File: config.mk
export PLATFORM = sky130hd
export DESIGN_NAME = hex_scan_mux
export DESIGN_NICKNAME = d
export VERILOG_FILES = /design/src/rtl/hex_scan_pkg.sv /design/src/rtl/hex_scan_mux_scan_timer.sv /design/src/rtl/hex_scan_mux.sv
export SDC_FILE = /design/constraint.sdc
export NUM_CORES = 1
export LEC_CHECK = 0
export CELL_PAD_IN_SITES_DETAIL_PLACEMENT = 0
export CELL_PAD_IN_SITES_GLOBAL_PLACEMENT = 1
export CORE_MARGIN = 2
export CORE_UTILIZATION = 42
export CTS_CLUSTER_DIAMETER = 100
export DETAILED_ROUTE_END_ITERATION = 12
export GPL_ROUTABILITY_DRIVEN = 0
export PLACE_DENSITY_LB_ADDON = 0.1
export SYNTH_ARGS = -nofsm -noshare
export SYNTH_HDL_FRONTEND = slang
export SYNTH_SLANG_ARGS = --single-unit
File: constraint.sdc
create_clock -name clk -period 2.7 [get_ports clk]
set_input_delay 0.405 -clock clk [delete_from_list [all_inputs] [get_ports clk]]
set_output_delay 0.405 -clock clk [all_outputs]
set_load 0.01 [all_outputs]
File: src/rtl/hex_scan_pkg.sv
// Shared types and constants for the multiplexed hex display scanner.
package hex_scan_pkg;

    typedef enum logic [1:0] {
        IDLE = 2'd0,
        SHOW = 2'd1,
        GAP  = 2'd2
    } scan_state_e;

    localparam int DIGIT_W    = 4;
    localparam int MAX_DIGITS = 8;

    localparam logic [MAX_DIGITS-1:0] ANODE_OFF = 8'hFF;

    function automatic int max_int(input int a, input int b);
        return (a > b) ? a : b;
    endfunction

endpackage

File: src/rtl/hex_scan_mux_scan_timer.sv
// Terminal-count timer shared by the lit and blanking periods of the scanner.
// A load restarts the count at zero and latches the last count value of the period.
module scan_timer #(
    parameter int CNT_W = 1
) (
    input  logic             clk,
    input  logic             rst,
    input  logic             load,
    input  logic [CNT_W-1:0] last,
    output logic             tc
);

    logic [CNT_W-1:0] cnt_r;
    logic [CNT_W-1:0] last_r;

    // Count register: restart on load, saturate at the latched terminal value.
    always_ff @(posedge clk) begin
        if (rst) begin
            cnt_r  <= {CNT_W{1'b0}};
            last_r <= {CNT_W{1'b0}};
        end else if (load) begin
            cnt_r  <= {CNT_W{1'b0}};
            last_r <= last;
        end else if (cnt_r != last_r) begin
            cnt_r  <= cnt_r + CNT_W'(1);
        end else begin
            cnt_r  <= cnt_r;
        end
    end

    assign tc = (cnt_r == last_r);

endmodule

File: src/rtl/hex_scan_mux.sv
// Time-multiplexed scanner for a common-anode 7-segment display with inter-digit blanking.
// Optional macro LEADING_ZERO_BLANK_EN blanks leading zero digits (digit 0 always lit).
module hex_scan_mux
    import hex_scan_pkg::*;
#(
    parameter int NUM_DIGITS = 4,
    parameter int PRESCALE   = 100000,
    parameter int GAP_CYCLES = 2000
) (
    input  logic                            clk,
    input  logic                            rst,
    input  logic                            load,
    input  logic [DIGIT_W*NUM_DIGITS-1:0]   data_in,
    output logic [DIGIT_W-1:0]              nibble,
    output logic [NUM_DIGITS-1:0]           an,
    output logic                            frame_tick
);

    localparam int DATA_W = DIGIT_W * NUM_DIGITS;
    localparam int IDX_W  = (NUM_DIGITS > 1) ? $clog2(NUM_DIGITS) : 1;
    localparam int CNT_W  = $clog2(max_int(PRESCALE, GAP_CYCLES) + 1);

    localparam logic [IDX_W-1:0]      IDX_LAST  = IDX_W'(NUM_DIGITS - 1);
    localparam logic [CNT_W-1:0]      SHOW_LAST = CNT_W'(PRESCALE - 1);
    localparam logic [CNT_W-1:0]      GAP_LAST  = (GAP_CYCLES > 0) ? CNT_W'(GAP_CYCLES - 1)
                                                                   : {CNT_W{1'b0}};
    localparam logic [NUM_DIGITS-1:0] AN_OFF    = ANODE_OFF[NUM_DIGITS-1:0];

    scan_state_e             state_r;
    scan_state_e             next_state_s;
    logic [IDX_W-1:0]        idx_r;
    logic [IDX_W-1:0]        idx_next_s;
    logic [IDX_W-1:0]        idx_adv_s;
    logic [IDX_W-1:0]        show_idx_s;
    logic [DATA_W-1:0]       data_r;
    logic [NUM_DIGITS-1:0]   an_r;
    logic [NUM_DIGITS-1:0]   an_next_s;
    logic [NUM_DIGITS-1:0]   slot_an_s;
    logic [NUM_DIGITS-1:0]   lit_an_s;
    logic [DIGIT_W-1:0]      nibble_r;
    logic [DIGIT_W-1:0]      nibble_next_s;
    logic [DIGIT_W-1:0]      adv_digit_s;
    logic                    tick_r;
    logic                    tick_next_s;
    logic                    tmr_load_s;
    logic [CNT_W-1:0]        tmr_last_s;
    logic                    tmr_tc_s;

    function automatic logic [DIGIT_W-1:0] digit_at(input logic [DATA_W-1:0] data,
                                                    input logic [IDX_W-1:0]  idx);
        logic [DIGIT_W-1:0] d;
        d = {DIGIT_W{1'b0}};
        for (int i = 0; i < NUM_DIGITS; i++) begin
            if (idx == IDX_W'(i)) begin
                d = data[i*DIGIT_W +: DIGIT_W];
            end
        end
        return d;
    endfunction

    scan_timer #(
        .CNT_W (CNT_W)
    ) u_timer (
        .clk  (clk),
        .rst  (rst),
        .load (tmr_load_s),
        .last (tmr_last_s),
        .tc   (tmr_tc_s)
    );

    // Next index in scan order, wrapping after the leftmost digit.
    always_comb begin
        idx_adv_s = {IDX_W{1'b0}};
        if (idx_r == IDX_LAST) begin
            idx_adv_s = {IDX_W{1'b0}};
        end else begin
            idx_adv_s = idx_r + IDX_W'(1);
        end
    end

    // Index of the digit that the next SHOW entry will light.
    always_comb begin
        show_idx_s = {IDX_W{1'b0}};
        case (state_r)
            IDLE:    show_idx_s = {IDX_W{1'b0}};
            SHOW:    show_idx_s = idx_adv_s;
            GAP:     show_idx_s = idx_r;
            default: show_idx_s = {IDX_W{1'b0}};
        endcase
    end

    // One-cold anode pattern for the digit about to be lit.
    always_comb begin
        slot_an_s = AN_OFF;
        for (int i = 0; i < NUM_DIGITS; i++) begin
            if (show_idx_s == IDX_W'(i)) begin
                slot_an_s[i] = 1'b0;
            end else begin
                slot_an_s[i] = 1'b1;
            end
        end
    end

`ifdef LEADING_ZERO_BLANK_EN
    logic [DATA_W-1:0] show_data_s;
    logic              upper_nz_s;

    // Leading-zero test on the value held at SHOW entry (bypassing the write on a load from IDLE).
    always_comb begin
        show_data_s = data_r;
        upper_nz_s  = 1'b0;
        lit_an_s    = slot_an_s;
        if (state_r == IDLE) begin
            show_data_s = data_in;
        end else begin
            show_data_s = data_r;
        end
        for (int i = 0; i < NUM_DIGITS; i++) begin
            if ((IDX_W'(i) >= show_idx_s) &&
                (show_data_s[i*DIGIT_W +: DIGIT_W] != 4'h0)) begin
                upper_nz_s = 1'b1;
            end
        end
        if ((show_idx_s != {IDX_W{1'b0}}) && !upper_nz_s) begin
            lit_an_s = AN_OFF;
        end else begin
            lit_an_s = slot_an_s;
        end
    end
`else
    assign lit_an_s = slot_an_s;
`endif

    assign adv_digit_s = digit_at(data_r, idx_adv_s);

    // Scan FSM: next state, index, timer control and next values of the output registers.
    always_comb begin
        next_state_s  = state_r;
        idx_next_s    = idx_r;
        an_next_s     = an_r;
        nibble_next_s = nibble_r;
        tick_next_s   = 1'b0;
        tmr_load_s    = 1'b0;
        tmr_last_s    = SHOW_LAST;
        case (state_r)
            IDLE: begin
                if (load) begin
                    next_state_s  = SHOW;
                    idx_next_s    = {IDX_W{1'b0}};
                    nibble_next_s = data_in[DIGIT_W-1:0];
                    an_next_s     = lit_an_s;
                    tmr_load_s    = 1'b1;
                    tmr_last_s    = SHOW_LAST;
                end else begin
                    an_next_s     = AN_OFF;
                    nibble_next_s = {DIGIT_W{1'b0}};
                end
            end
            SHOW: begin
                if (tmr_tc_s) begin
                    tick_next_s   = (idx_r == IDX_LAST);
                    idx_next_s    = idx_adv_s;
                    nibble_next_s = adv_digit_s;
                    tmr_load_s    = 1'b1;
                    if (GAP_CYCLES > 0) begin
                        next_state_s = GAP;
                        an_next_s    = AN_OFF;
                        tmr_last_s   = GAP_LAST;
                    end else begin
                        next_state_s = SHOW;
                        an_next_s    = lit_an_s;
                        tmr_last_s   = SHOW_LAST;
                    end
                end else begin
                    next_state_s = SHOW;
                end
            end
            GAP: begin
                if (tmr_tc_s) begin
                    next_state_s = SHOW;
                    an_next_s    = lit_an_s;
                    tmr_load_s   = 1'b1;
                    tmr_last_s   = SHOW_LAST;
                end else begin
                    next_state_s = GAP;
                end
            end
            default: begin
                next_state_s  = IDLE;
                idx_next_s    = {IDX_W{1'b0}};
                an_next_s     = AN_OFF;
                nibble_next_s = {DIGIT_W{1'b0}};
            end
        endcase
    end

    // State, index and output registers.
    always_ff @(posedge clk) begin
        if (rst) begin
            state_r  <= IDLE;
            idx_r    <= {IDX_W{1'b0}};
            an_r     <= AN_OFF;
            nibble_r <= {DIGIT_W{1'b0}};
            tick_r   <= 1'b0;
        end else begin
            state_r  <= next_state_s;
            idx_r    <= idx_next_s;
            an_r     <= an_next_s;
            nibble_r <= nibble_next_s;
            tick_r   <= tick_next_s;
        end
    end

    // Held display value; a load never disturbs the digit currently lit.
    always_ff @(posedge clk) begin
        if (rst) begin
            data_r <= {DATA_W{1'b0}};
        end else if (load) begin
            data_r <= data_in;
        end else begin
            data_r <= data_r;
        end
    end

    assign an         = an_r;
    assign nibble     = nibble_r;
    assign frame_tick = tick_r;

endmodule

==> flow_metrics.tcl, run 1 <==
set metrics [dict create \
    cts-resized-gates 0 \
    synth_compound_area_share_pct 16.47 \
    hold_path.class "reg -> reg" \
    critical_path.startpoint_type "register" \
    boundaryPins 28 \
    layout_min_cycle_time_ns 2.268 \
    unique_cell_type_count_in_the_yosys_netlist 45 \
    timing.critical_path.cells "or4_4 > a2111oi_4 > o2111ai_2 > buf_4 > buf_4 > mux2i_1 > o41ai_1" \
    antenna_left 0 \
    numPortBuffers 27 \
    synth_simple_gate_area_share_pct 22.54 \
    final_layout_size_suffix_gt1_share_pct 8.254 \
    synth_async_sr_flop_share_pct 0 \
    fp.coreArea_um2 5608 \
    detail_route.first_pass.iterations 4 \
    final.setup_skew_ns 0.006635 \
    die_x_um 80.78 \
    worst-path-max-fanout 9 \
    final_max_slew_viol_count 0 \
    effective_utilization_at_floorplan_pct 44.15 \
    synthMuxAreaShare_pct 8.085 \
    routed_wirelength_mm 5.520 \
    setup_viol 0 \
    routed-via-count 2057 \
    finish.net_count 343 \
    area_growth_pct 18.54 \
    synth_cells 284 \
    final_cells 387 \
    worst_path_max_delay_cell "sky130_fd_sc_hd__or4_4" \
    drt_first_iter_violations 115 \
    cts-buffers-inserted 5 \
    fin_crit_sh_pct 84.02 \
    pin_count_of_the_biggest_net_entering_global_routing 22 \
    grt_overflow_total 0 \
    htree_levels 2 \
    post-place-ws_ns 0.2856 \
    place_hpwl_mm 3.936 \
    ys.flop_type "sky130_fd_sc_hd__dfxtp_1" \
    synth.top_cells.by_area "sky130_fd_sc_hd__dfxtp_1, sky130_fd_sc_hd__mux2i_1, sky130_fd_sc_hd__nor2_1, sky130_fd_sc_hd__ha_1, sky130_fd_sc_hd__nand2_1" \
    worst_pin_slew_ns 0.6071 \
    path_class "reg -> reg" \
    synth_fa_ha_area_share_pct 5.053 \
    utilization_pct 52.34 \
    global_route_wire_length_before_repair_mm 9.287 \
    setup_ws_ns 0.4316 \
    avgSynthCellArea_um2 8.719 \
    max_slew_margin_pct 59.16 \
    p_leak_nw 1.121 \
    most_common_library_cells_after_synthesis "sky130_fd_sc_hd__dfxtp_1, sky130_fd_sc_hd__nor2_1, sky130_fd_sc_hd__nand2_1" \
    timing.critical_path.slowest_cell_delay_ns 0.55 \
    critical_path_arrival_ns 2.47 \
    power_density_nw_per_um2 770.9 \
    setup.worst_path.end_class "register" \
    synthXorXnorAreaFrac_pct 3.891 \
    crit-reg2reg-launch "u_timer.cnt_r[0]" \
    fillerInstances 558 \
    synth_register_bits 49 \
    post-route-drc-count 0 \
    timing_hold_violations_final 0 \
    cp_common_cell "sky130_fd_sc_hd__buf_4" \
    n_antenna_cell 0 \
    gr-usage-all-layers_pct 18.18 \
    largest_family_of_logic_cells_by_synthesized_area "simple AND/OR/NAND/NOR gates" \
    numPlacedInstances 375 \
    synth_edf_count 0 \
    fp-row-count 27 \
    avgRoutedWirePerCell_um 14.26 \
    cts_root_buf "sky130_fd_sc_hd__clkbuf_8" \
    clock_tree.buffer_depth 2 \
    syn-cell-area_um2 2476 \
    timing.max_cap.violations 0 \
    number_of_antenna_violations_at_the_first_check_in_global_routing 0 \
    cts.sink_count 49 \
    grt_setup_unrepaired "no" \
    postSynthNetCount 313 \
    vias_per_cell 5.315 \
    synth_most_common_cell "sky130_fd_sc_hd__dfxtp_1" \
    cts_tree "built" \
    clk_pin_slew_worst_paths_ns 0.09 \
    netlist.area_leader.share_pct 39.62 \
    dpl-instance-area_um2 2823 \
    grt_pass1_vias 1871 \
    synth_seq_area_share_pct 39.62 \
    worst_skew_pair.late_latency_ns 0.30 \
    crit_path_start "u_timer.cnt_r[0]" \
    timing.fmax_ghz 0.4408 \
    stdcell_area_um2 2935 \
    holdCritStartpoint "nibble[3]" \
    fin_setup_tns_ns 0 \
    synth.largest_area_cell "sky130_fd_sc_hd__dfxtp_1" \
    timing.critical_path.required_ns 2.90 \
    design.die.area_um2 6525 \
    die_h_um 80.78 \
    status "finished clean" \
    peakVddDrop_mv 0.5295 \
    ys.warnings.count 0 \
]
metrics by stage:
| stage | hold slack (ns) | power (mW) |
|---|---|---|
| after detailed placement | 0.4712 | 1.806 |
| after CTS | 0.4850 | 2.233 |
| after global routing | 0.5253 | 2.434 |
| after floorplan | 0.4602 | 1.540 |
| after global placement | 0.4723 | 1.796 |
| final | 0.4828 | 2.263 |
final cells by class:
cell class / count / area (µm²) / share of cell area, %
Clock buffer: 6 / 72.57 / 2.472
Clock inverter: 2 / 10.01 / 0.3410
Inverter: 13 / 48.80 / 1.662
Multi-Input combinational cell: 208 / 1388 / 47.27
Sequential cell: 49 / 980.9 / 33.42
Tap cell: 72 / 90.09 / 3.069
Timing Repair Buffer: 37 / 345.3 / 11.76
power breakdown:
group          switching, mW  leakage [nW]  internal [mW]
clock                  0.235        0.0450          0.180
sequential            0.0827         0.400          0.816
combinational          0.497         0.676          0.452
worst max-delay path, delay by kind of cell, from the launching register on:
kind | cells | cell delay [ns]
DFF | 1 | 0.35
and+or+nand+nor | 1 | 0.55
AOI/OAI and AO/OA | 3 | 0.78
buffers and inverters | 2 | 0.36
muxes | 1 | 0.13
routing by layer:
layer / up-vias / GRT usage, % / wire (µm)
met4: 0 / 4.576 / 44
met3: 5 / 3.667 / 189
met5: - / 0 / 0
met2: 31 / 26.08 / 2275
met1: 954 / 27.69 / 3010
li1: 1067 / - / -
cell families after synthesis:
family          after synthesis
fa+ha+maj                    10
mux                          20
buf+inv                      27
simple gates                112
flops                        49
xor+xnor                     11
compound gates               55
cells in the final DEF, fill, tap and decap left out, types with 2 or more instances in the layout:
cell and n:
sky130_fd_sc_hd__a211oi_1 6, sky130_fd_sc_hd__a21o_1 2, sky130_fd_sc_hd__a21oi_1 13, sky130_fd_sc_hd__a221oi_1 5
sky130_fd_sc_hd__a22oi_1 2, sky130_fd_sc_hd__a31oi_1 6, sky130_fd_sc_hd__a32o_1 4, sky130_fd_sc_hd__and3b_1 2
sky130_fd_sc_hd__and4_1 2, sky130_fd_sc_hd__buf_4 10, sky130_fd_sc_hd__clkbuf_8 5, sky130_fd_sc_hd__clkdlybuf4s50_1 27
sky130_fd_sc_hd__clkinv_2 2, sky130_fd_sc_hd__dfxtp_1 49, sky130_fd_sc_hd__ha_1 10, sky130_fd_sc_hd__inv_1 13
sky130_fd_sc_hd__mux2i_1 20, sky130_fd_sc_hd__nand2_1 21, sky130_fd_sc_hd__nand2b_1 6, sky130_fd_sc_hd__nand3_1 12
sky130_fd_sc_hd__nand4_1 3, sky130_fd_sc_hd__nor2_1 39, sky130_fd_sc_hd__nor2b_1 3, sky130_fd_sc_hd__nor3_1 2
sky130_fd_sc_hd__nor3b_1 2, sky130_fd_sc_hd__nor4_1 4, sky130_fd_sc_hd__o21ai_0 9, sky130_fd_sc_hd__or2_2 3
sky130_fd_sc_hd__or3_1 7, sky130_fd_sc_hd__xnor2_1 7, sky130_fd_sc_hd__xor2_1 4
what timing repair did:
action	in CTS	in global routing
hold buffers	0	0
endpoints found under the hold margin	0	0
setup endpoints to repair	0	1
buffers inserted	0	4
state kept, by name, summed over array words and instances, names as in the netlist:
register        count
an                  4
idx_r               2
u_timer.cnt_r      17
nibble              4
u_timer.last_r      3
data_r             16
frame_tick          1
state_r             2
worst paths after layout:
kind | endpoint | slack, ns | cells past startpoint
worst max-delay path | state_r[1] | 0.43 | 7
worst min-delay path | nibble[3] | 0.48 | 2
worst max register to register | state_r[1] | 0.43 | 7
worst min register to register | nibble[3] | 0.48 | 2
No activity file was read; power rests on OpenSTA's default activity.
==> inputs of run 2 (changes only) <==
==> constraint.sdc (replaced) <==
create_clock -name clk -period 2.22 [get_ports clk]
set_input_delay 0.333 -clock clk [delete_from_list [all_inputs] [get_ports clk]]
set_output_delay 0.333 -clock clk [all_outputs]
set_load 0.01 [all_outputs]
==> run 2 against run 1 <==
Flip-flop and latch count is the same; clock-buffer cell count rose by 1; cell count up 3.9%; sequential power increased by 20%; critical endpoint is now idx_r[1].
==> flow_metrics.tcl, run 2 (synthesis gave the netlist of run 1 again) <==
set metrics [dict create \
    design.die.area_um2 6525 \
    final.setup_skew_ns 0.007441 \
    timing.critical_path.required_ns 2.45 \
    finish.net_count 358 \
    htree_levels 2 \
    final_layout_size_suffix_gt1_share_pct 13.33 \
    die_x_um 80.78 \
    clk_pin_slew_worst_paths_ns 0.09 \
    cts.sink_count 49 \
    final_max_slew_viol_count 0 \
    p_leak_nw 1.219 \
    effective_utilization_at_floorplan_pct 44.15 \
    clock_tree.buffer_depth 2 \
    pin_count_of_the_biggest_net_entering_global_routing 22 \
    detail_route.first_pass.iterations 6 \
    worst-path-max-fanout 6 \
    global_route_wire_length_before_repair_mm 9.832 \
    cts_tree "built" \
    vias_per_cell 5.336 \
    cts_root_buf "sky130_fd_sc_hd__clkbuf_8" \
    max_slew_margin_pct 68.29 \
    critical_path_arrival_ns 2.31 \
    routed-via-count 2145 \
    avgRoutedWirePerCell_um 14.42 \
    fp.coreArea_um2 5608 \
    gr-usage-all-layers_pct 19.25 \
    cts-buffers-inserted 5 \
    number_of_antenna_violations_at_the_first_check_in_global_routing 0 \
    routed_wirelength_mm 5.795 \
    boundaryPins 28 \
    final_cells 402 \
    numPortBuffers 27 \
    timing.max_cap.violations 0 \
    hold_slack_ns 0.4877 \
    status "finished clean" \
    grt_overflow_total 0 \
    postCtsSetupBuffers 0 \
    post-route-drc-count 0 \
    final_common_cell "sky130_fd_sc_hd__dfxtp_1" \
    final_cell_mix "sky130_fd_sc_hd__dfxtp_1, sky130_fd_sc_hd__nor2_1, sky130_fd_sc_hd__clkdlybuf4s50_1, sky130_fd_sc_hd__buf_4, sky130_fd_sc_hd__nand2_1" \
    largest_registers "u_timer.cnt_r: 17 flops, data_r: 16 flops" \
    peakVddDrop_mv 0.4555 \
    largest_register "u_timer.cnt_r" \
    max_ffs_per_register 17 \
    hold_path.class "reg -> reg" \
    setup_viol 0 \
    setup.worst_path.end_class "register" \
    antenna_left 0 \
    timing.fmax_ghz 0.4818 \
    critical_path.startpoint_type "register" \
    area_growth_pct 25.21 \
    die_h_um 80.78 \
    numPlacedInstances 394 \
    drt_first_iter_violations 122 \
    timing_hold_violations_final 0 \
    fillerInstances 555 \
    fin_crit_sh_pct 93.49 \
    worst_pin_slew_ns 0.4747 \
    n_antenna_cell 0 \
    layout_min_cycle_time_ns 2.075 \
    grt_pass1_vias 2032 \
    grt_setup_unrepaired "no" \
    place_hpwl_mm 4.155 \
    path_class "reg -> reg" \
    fp-row-count 27 \
    cts-hold-fix-buffers 0 \
    power_density_nw_per_um2 946.2 \
    worst_skew_pair.late_latency_ns 0.30 \
]
## run 2: worst max-delay path: stages, from the launching register on
cell and delay (ns):
sky130_fd_sc_hd__dfxtp_1 0.32, sky130_fd_sc_hd__or4_4 0.54, sky130_fd_sc_hd__a2111oi_4 0.30, sky130_fd_sc_hd__o2111a_1 0.40, sky130_fd_sc_hd__buf_4 0.20, sky130_fd_sc_hd__nand4_1 0.09
sky130_fd_sc_hd__a31oi_1 0.16
## run 2: final timing paths
check              startpoint   endpoint  slack [ns]  cells past startpoint
max          u_timer.cnt_r[0]   idx_r[1]        0.14                      6
min                 nibble[1]  nibble[1]        0.49                      2
max reg2reg  u_timer.cnt_r[0]   idx_r[1]        0.14                      6
min reg2reg         nibble[1]  nibble[1]        0.49                      2
## run 2: final cells by class
| class | count | area (µm²) | area share [%] |
|---|---|---|---|
| Sequential cell | 49 | 980.9 | 31.64 |
| Inverter | 13 | 48.80 | 1.574 |
| Tap cell | 72 | 90.09 | 2.906 |
| Clock inverter | 1 | 5.005 | 0.1614 |
| Clock buffer | 7 | 96.34 | 3.107 |
| Timing Repair Buffer | 52 | 470.5 | 15.17 |
| Multi-Input combinational cell | 208 | 1409 | 45.44 |
## run 2: report_power, final
| group | switching [mW] | total [mW] | leakage (nW) | internal, mW |
|---|---|---|---|---|
| Combinational | 0.662 | 1.28 | 0.765 | 0.618 |
| Sequential | 0.0839 | 1.08 | 0.400 | 0.992 |
| Clock | 0.296 | 0.578 | 0.0542 | 0.282 |
| Total | 1.04 | 2.93 | 1.22 | 1.89 |
## run 2: routing by layer
layer	global-route usage, %	routed length [µm]	vias up
met5	0	0	-
met1	27.99	3074	1000
li1	-	-	1094
met4	5.085	64	0
met3	4.000	268	8
met2	29.00	2387	43
## run 2: timing repair
| item | CTS | global route |
|---|---|---|
| gates cloned | 0 | 0 |
| pin swaps | 0 | 1 |
| setup endpoints to repair | 4 | 15 |
| gates resized for setup | 1 | 2 |
## run 2: per-stage QoR
stage	setup TNS, ns	setup slack [ns]	instance area (µm²)	power (mW)	utilization, %
after detailed placement	-0.01680	-0.01680	2978	2.331	53.10
after global routing	0	0.02760	3100	3.135	55.29
after global placement	0	0.03617	2978	2.324	53.10
after floorplan	0	0.1809	2476	1.873	-
final	0	0.1445	3100	2.934	55.29
after CTS	0	0.003061	3090	2.941	55.11
